## src/rtl/start_token_dispatcher.sv

```systemverilog
// ---- start_token_dispatcher: FIFO read side that issues one ap_ctrl_hs start per token ----
// ---- and tracks in-flight / completed PE tasks.                                rev 1.0 ----
`default_nettype none

module start_token_dispatcher #(
  parameter int DATA_WIDTH      = 1,
  parameter int MAX_OUTSTANDING = 2,
  parameter int CNT_WIDTH       = 32
) (
  input  logic                  ap_clk,
  input  logic                  ap_rst_n,
  input  logic                  en,
  input  logic                  if_empty_n,
  output logic                  if_read,
  input  logic [DATA_WIDTH-1:0] if_dout,
  output logic                  pe_ap_start,
  output logic [DATA_WIDTH-1:0] pe_token,
  input  logic                  pe_ap_ready,
  input  logic                  pe_ap_done,
  output logic [3:0]            outstanding,
  output logic [CNT_WIDTH-1:0]  tasks_done,
  output logic                  busy,
  output logic                  err_sticky
);

  localparam logic [3:0]           MAX_OUT = 4'(MAX_OUTSTANDING);
  localparam logic [CNT_WIDTH-1:0] CNT_ONE = CNT_WIDTH'(1);

  typedef enum logic [0:0] {
    S_IDLE  = 1'b0,
    S_START = 1'b1
  } state_t;

  state_t     state;
  logic       accept;
  logic [3:0] out_eff;

  assign if_read = (state == S_IDLE) && en && if_empty_n && (outstanding < MAX_OUT);
  assign busy    = (state != S_IDLE) || (outstanding != 4'd0);
  assign accept  = (state == S_START) && pe_ap_ready;
  // A start accepted on this edge counts before a same-edge done is retired.
  assign out_eff = outstanding + {3'b000, accept};

  always_ff @(posedge ap_clk or negedge ap_rst_n) begin
    if (!ap_rst_n) begin
      state       <= S_IDLE;
      pe_ap_start <= 1'b0;
      pe_token    <= '0;
      outstanding <= 4'd0;
      tasks_done  <= '0;
      err_sticky  <= 1'b0;
    end else begin
      case (state)
        S_IDLE: begin
          if (if_read) begin
            state       <= S_START;
            pe_ap_start <= 1'b1;
            pe_token    <= if_dout;
          end
        end
        S_START: begin
          if (pe_ap_ready) begin
            state       <= S_IDLE;
            pe_ap_start <= 1'b0;
          end
        end
        default: begin
          state       <= S_IDLE;
          pe_ap_start <= 1'b0;
        end
      endcase

      if (pe_ap_done) begin
        if (out_eff != 4'd0) begin
          outstanding <= out_eff - 4'd1;
          tasks_done  <= tasks_done + CNT_ONE;
        end else begin
          outstanding <= out_eff;
          err_sticky  <= 1'b1;
        end
      end else begin
        outstanding <= out_eff;
      end
    end
  end

endmodule

`default_nettype wire

```

## config.mk

```make
export PLATFORM = sky130hd
export DESIGN_NAME = start_token_dispatcher
export DESIGN_NICKNAME = d
export VERILOG_FILES = /design/src/rtl/start_token_dispatcher.sv
export SDC_FILE = /design/constraint.sdc
export NUM_CORES = 1
export LEC_CHECK = 0
export ABC_AREA = 0
export BUFFER_PORTS_ARGS = -buffer_cell sky130_fd_sc_hd__buf_2
export CORE_ASPECT_RATIO = 0.5
export CORE_MARGIN = 10
export CORE_UTILIZATION = 53
export CTS_CLUSTER_DIAMETER = 80
export CTS_CLUSTER_SIZE = 25
export DETAILED_ROUTE_END_ITERATION = 10
export PLACE_DENSITY_LB_ADDON = 0.25
export SLEW_MARGIN = 20
export SYNTH_ARGS = -nofsm -noshare
export SYNTH_HDL_FRONTEND = slang
export SYNTH_SLANG_ARGS = --single-unit
```

## constraint.sdc

```tcl
create_clock -name ap_clk -period 3.3 [get_ports ap_clk]
set_clock_uncertainty 0.1 [all_clocks]
set_input_delay 0.33 -clock ap_clk [delete_from_list [all_inputs] [get_ports ap_clk]]
set_output_delay 0.33 -clock ap_clk [all_outputs]
set_load 0.005 [all_outputs]
```

==> results of run 1 <==
## critical path, cell delays in order (launching register included)
cell	delay [ns]
dfrtp_1	0.40
nand2_1	0.09
inv_1	0.05
ha_1	0.21
ha_1	0.30
inv_1	0.08
ha_1	0.23
or4b_4	0.51
and4_4	0.19
nand2_1	0.27
nor4_1	0.13
xor2_1	0.16
## how the worst min path moves through the flow
stage              startpoint  cells past startpoint  slack, ns        endpoint
6_report             ap_rst_n                      1       0.05  tasks_done[17]
4_1_cts              ap_rst_n                      1       0.08  tasks_done[10]
3_3_place_gp   tasks_done[31]                      1       0.35  tasks_done[31]
3_5_place_dp       err_sticky                      1       0.36      err_sticky
2_1_floorplan        ap_rst_n                      0      -0.07      err_sticky
5_1_grt              ap_rst_n                      1       0.13  tasks_done[17]
## metrics by stage
stage                     power, µW  setup slack, ns  util, %
after floorplan                 901            0.709        -
after global placement         1030            0.502     63.4
after detailed placement       1040            0.446     63.4
after CTS                      1350            0.458     65.6
after global routing           1440            0.296     65.6
final                          1330            0.451     65.6
## cell families (layout without fill, tap and decap cells)
| family | Yosys count | after routing | synth area share [%] |
|---|---|---|---|
| AND/OR/NAND/NOR | 80 | 80 | 23.6 |
| flip-flops | 40 | 40 | 50.8 |
| XOR/XNOR | 34 | 34 | 15.1 |
| buffers and inverters | 13 | 60 | 3.43 |
| AO/OA/AOI/OAI | 10 | 10 | 3.88 |
| adder cells (fa/ha/maj) | 4 | 4 | 2.54 |
| multiplexers | 1 | 1 | 0.572 |
## power groups by stage
stage | sequential (µW) | clock (µW) | combinational (µW)
2_1_floorplan | 652 | 0 | 249
3_3_place_gp | 661 | 0 | 366
3_5_place_dp | 664 | 0 | 374
4_1_cts | 655 | 314 | 376
5_1_grt | 669 | 342 | 431
6_report | 656 | 307 | 370
## area by class of cell
type	count	area (µm²)
multi-input combinational	129	901
inverter	6	22.5
clock inverter	1	5.00
sequential	40	1000
timing repair buffer	47	235
clock buffer	6	72.6
fill	304	1210
tap	51	63.8
## state kept, by name, summed over array words and instances (netlist names)
register and count:
pe_ap_start 1, pe_token 1, tasks_done 32, err_sticky 1, state 1, outstanding 4
## layout by cell type (no fill, tap or decap), types with 2 or more instances in the layout
master	n
and3_1	10
xnor2_1	19
and2_1	2
clkbuf_8	5
xor2_1	15
nand2_1	18
ha_1	4
nor4_1	5
nor2_1	7
nor4b_2	2
nor3_1	6
dfrtp_1	40
buf_2	47
nand4_1	9
a21oi_1	2
nand3_1	12
a21o_1	3
inv_1	6
## cells in the mapped netlist, types with 3 or more instances
library cell,count
and3_1,10
nand4_1,9
inv_1,6
xor2_1,15
a21o_1,3
ha_1,4
nand3_1,12
nand2_1,18
nor4_1,5
nor2_1,7
nor3_1,6
buf_2,3
dfrtp_1,40
xnor2_1,19
## per-layer routing
metal	track usage, %	up-vias	part of all wire (%)
li1	-	726	-
met1	16.7	715	47
met2	21.7	26	46
met3	5.88	5	6.6
met4	3.19	0	0.63
met5	0	-	0
==> metrics, run 1 <==
Root Buffer clkbuf_8; RSZ-0062 raised after global routing no; grt ovf 0; number of library cell types mapped by synthesis 34; antenna cells 0; Max Clk Rate 351 MHz; number of synthesized register bits 40; warnings from Yosys 0; Fin Hold WS 0.0470 ns; design area 2300 µm²; Seq pwr share 49.2%; crit path DAT 2.91 ns; Reg clk slew, reported paths 0.08 ns; Mapped Area 1970 µm²; Net Sw Power 448 µW; post-CTS sizing 0; Post-synth EDFFs 0; path type of the worst setup path reg2reg; Post-DP HPWL 3.17 mm; Clock Path Buffers 2; Max Transition Viols Final 0; vias per cell 5.26; DIE WIDTH 106 µm; drt drc 0; hold buffer count at CTS 0; die footprint 6700 µm²; fin cells 280; Post-Synthesis Cells 182; power per cell area 579 nW/µm²; period utilization 86.3%; vias 1,472; fin nets 240; # port buffers 47; Critical R2R Launch state; ys flop type dfrtp_1; CTS sink count 40; Power Internal 885 µW; Worst Setup EP tasks_done[30]; R2R setup slack 0.45 ns; MaxCap Viol Count 0; status completed; share of cells above drive strength 1 27.5%; crit start category register; routed wire length per instance 15.4 µm; Mean Syn Cell Area 10.8 µm²; vias in the first global route 1,531; Slew HR 41.8%; R2R cell count 11; Synth area leader dfrtp_1; clock period minus worst slack 2.85 ns; crit end category register; Total GRT Usage 13.7%; largest cells by area after synthesis dfrtp_1 (51%), xnor2_1 (8.4%), xor2_1 (6.7%); net count after synthesis 193; reg2reg end tasks_done[30]; num ports 48; final WL 4.31 mm; final setup fails 0; first-pass GRT wire length 7.61 mm; Antenna Violating Nets Remaining 0; 1st-iter DRT viols 66; core area 3510 µm²; Crit path required time 3.36 ns; H-tree lvl count 2; gpl congestion 0.752; Leak Pwr 0.00121 µW; total CTS buffers 5; Sw Share 33.6%; register area share after synthesis 50.8%; # rows 15; CTS tree done; Area Overhead vs Synth 16.8%; buffers inserted by post-CTS timing repair 0; initial antenna violation count 0; Worst Path Max Fanout 9; Peak VDD IR 0.000234 V; Hold Fails Final Rpt 0; DP Area 2220 µm²; Critical Path Start state; Starting Density 56.1%; asr flop ratio synth 100%; top cell type's share of synthesized area 50.8%; Slew @ Worst Pin 0.872 ns; clock share of power 23.1%; drt pass-1 iters 4; part of the power in combinational logic 27.7%; setup TNS 0 ns; Hold Crit Class in2async; placed cells 273; Clock Latency Late Sink 0.29 ns; largest net degree at the start of global routing 41; die height 63.1 µm
No activity file was read; power rests on OpenSTA's default activity.
==> inputs of run 2 (changes only) <==
- RECOVER_POWER: not set -> 50
==> metrics, run 2 (synthesis results as in run 1) <==
status complete, but fails checks; failing checks capacitance limit, slew limit; fin nets 240 (unchanged); Root Buffer clkbuf_8; routed wire length per instance 15.5 µm (+0.51%); Fin Hold WS 0.177 ns (+0.130 ns); Starting Density 56.1% (unchanged); vias 1,460 (-0.82%); Clock Latency Late Sink 0.29 ns (about the same); final setup fails 0 (unchanged); period utilization 86.0% (-0.28 points); first-pass GRT wire length 7.61 mm (unchanged); core area 3510 µm² (unchanged); hold buffer count at CTS 0 (unchanged); crit path DAT 2.90 ns (about the same); antenna cells 0 (unchanged); power per cell area 581 nW/µm² (+0.23%); MaxCap Viol Count 1 (+1); setup TNS 0 ns (unchanged); Area Overhead vs Synth 15.8%; num ports 48 (unchanged); most common cell after layout, fill and taps aside dfrtp_1; crit end category register; 1st-iter DRT viols 66 (unchanged); Total GRT Usage 13.7% (unchanged); die height 63.1 µm (unchanged); initial antenna violation count 0 (unchanged); H-tree lvl count 2 (unchanged); CTS sink count 40 (unchanged); buffers inserted by post-CTS timing repair 0 (unchanged); Hold Fails Final Rpt 0 (unchanged); grt ovf 0 (unchanged); clock period minus worst slack 2.84 ns (-0.00933 ns); # port buffers 47 (unchanged); Peak VDD IR 0.000233 V (-0.36%); most frequent cells in the layout dfrtp_1 (40), buf_2 (30), xnor2_1 (19), nand2_1 (18), clkbuf_1 (18); die footprint 6700 µm² (unchanged); Leak Pwr 0.00115 µW (-5.0%); Max Clk Rate 352 MHz (+0.33%); Reg clk slew, reported paths 0.07 ns (about the same); Crit path required time 3.36 ns (about the same); gpl congestion 0.752 (unchanged); drt pass-1 iters 4 (unchanged); Reg with most FFs tasks_done; Finished Core Util 65.0% (-0.61 points); Slew HR -40.4% (-82 points); total CTS buffers 5 (unchanged); Pwr Total 1320 µW (-0.69%); share of cells above drive strength 1 20.1% (-7.4 points); crit start category register; Hold Crit Class in2reg; largest net degree at the start of global routing 41 (unchanged); Clock Path Buffers 2 (unchanged); Worst Path Max Fanout 9 (unchanged); post-CTS sizing 0 (unchanged); max reg flops 32 (unchanged); DIE WIDTH 106 µm (unchanged); CTS tree done; # rows 15 (unchanged); Largest regs tasks_done x32, outstanding x4; vias in the first global route 1,531 (unchanged); final WL 4.33 mm (+0.51%); drt drc 0 (unchanged); vias per cell 5.21 (-0.82%); Antenna Violating Nets Remaining 0 (unchanged); Slew @ Worst Pin 2.11 ns (+1.23 ns); Post-DP HPWL 3.17 mm (unchanged); RSZ-0062 raised after global routing no; path type of the worst setup path reg2reg; Max Transition Viols Final 41 (+41)
## run 2: cell count changes in the layout (fill, tap and decap cells not counted)
cell,before,now
buf_2,47,30
clkbuf_1,1,18
## run 2: area by class of cell
cell class / count / area [µm²]
fillers: 311 / 1230
well taps: 51 / 63.8
clock buffers: 6 / 72.6
flip-flops and latches: 40 / 1000
inverters: 6 / 22.5
clock inverters: 1 / 5.00
multi-input cells: 129 / 901
repair buffers: 47 / 214
## run 2: per-stage QoR
step / setup slack (ns) / cells / area [µm²]
after floorplan: 0.709 / 182 / 1970
after global placement: 0.502 / 273 / 2220
after detailed placement: 0.446 / 273 / 2220
after CTS: 0.458 / 280 / 2300
after global routing: 0.296 / 280 / 2280
final: 0.461 / 280 / 2280
## run 2: where the power goes
group | internal (µW) | switching, µW | leakage, µW | total [µW]
sequential | 569 | 88.5 | 0.000521 | 657
combinational | 164 | 197 | 0.000584 | 360
clock | 144 | 162 | 0.0000410 | 306
total | 876 | 448 | 0.00115 | 1320
## run 2: final timing paths
check	from	endpoint	slack (ns)	depth (start not counted)
max	state	tasks_done[30]	0.46	11
min	if_dout	pe_token	0.18	2
max reg2reg	state	tasks_done[30]	0.46	11
min reg2reg	tasks_done[31]	tasks_done[31]	0.38	1
max in group asynchronous	ap_rst_n	tasks_done[1]	1.35	1
min in group asynchronous	ap_rst_n	tasks_done[8]	0.54	1
## run 2: layer usage
layer	track usage [%]	vias up	part of all wire [%]
met1	16.7	704	47
met5	0	-	0
met3	5.88	5	6.7
met2	21.7	26	46
li1	-	725	-
met4	3.19	0	0.60
## run 2: critical path, stage by stage, from the launching register on
cell and delay, ns:
dfrtp_1 0.41, nand2_1 0.09, inv_1 0.05, ha_1 0.21
ha_1 0.30, inv_1 0.08, ha_1 0.23, or4b_4 0.51
and4_4 0.19, nand2_1 0.26, nor4_1 0.13, xor2_1 0.16
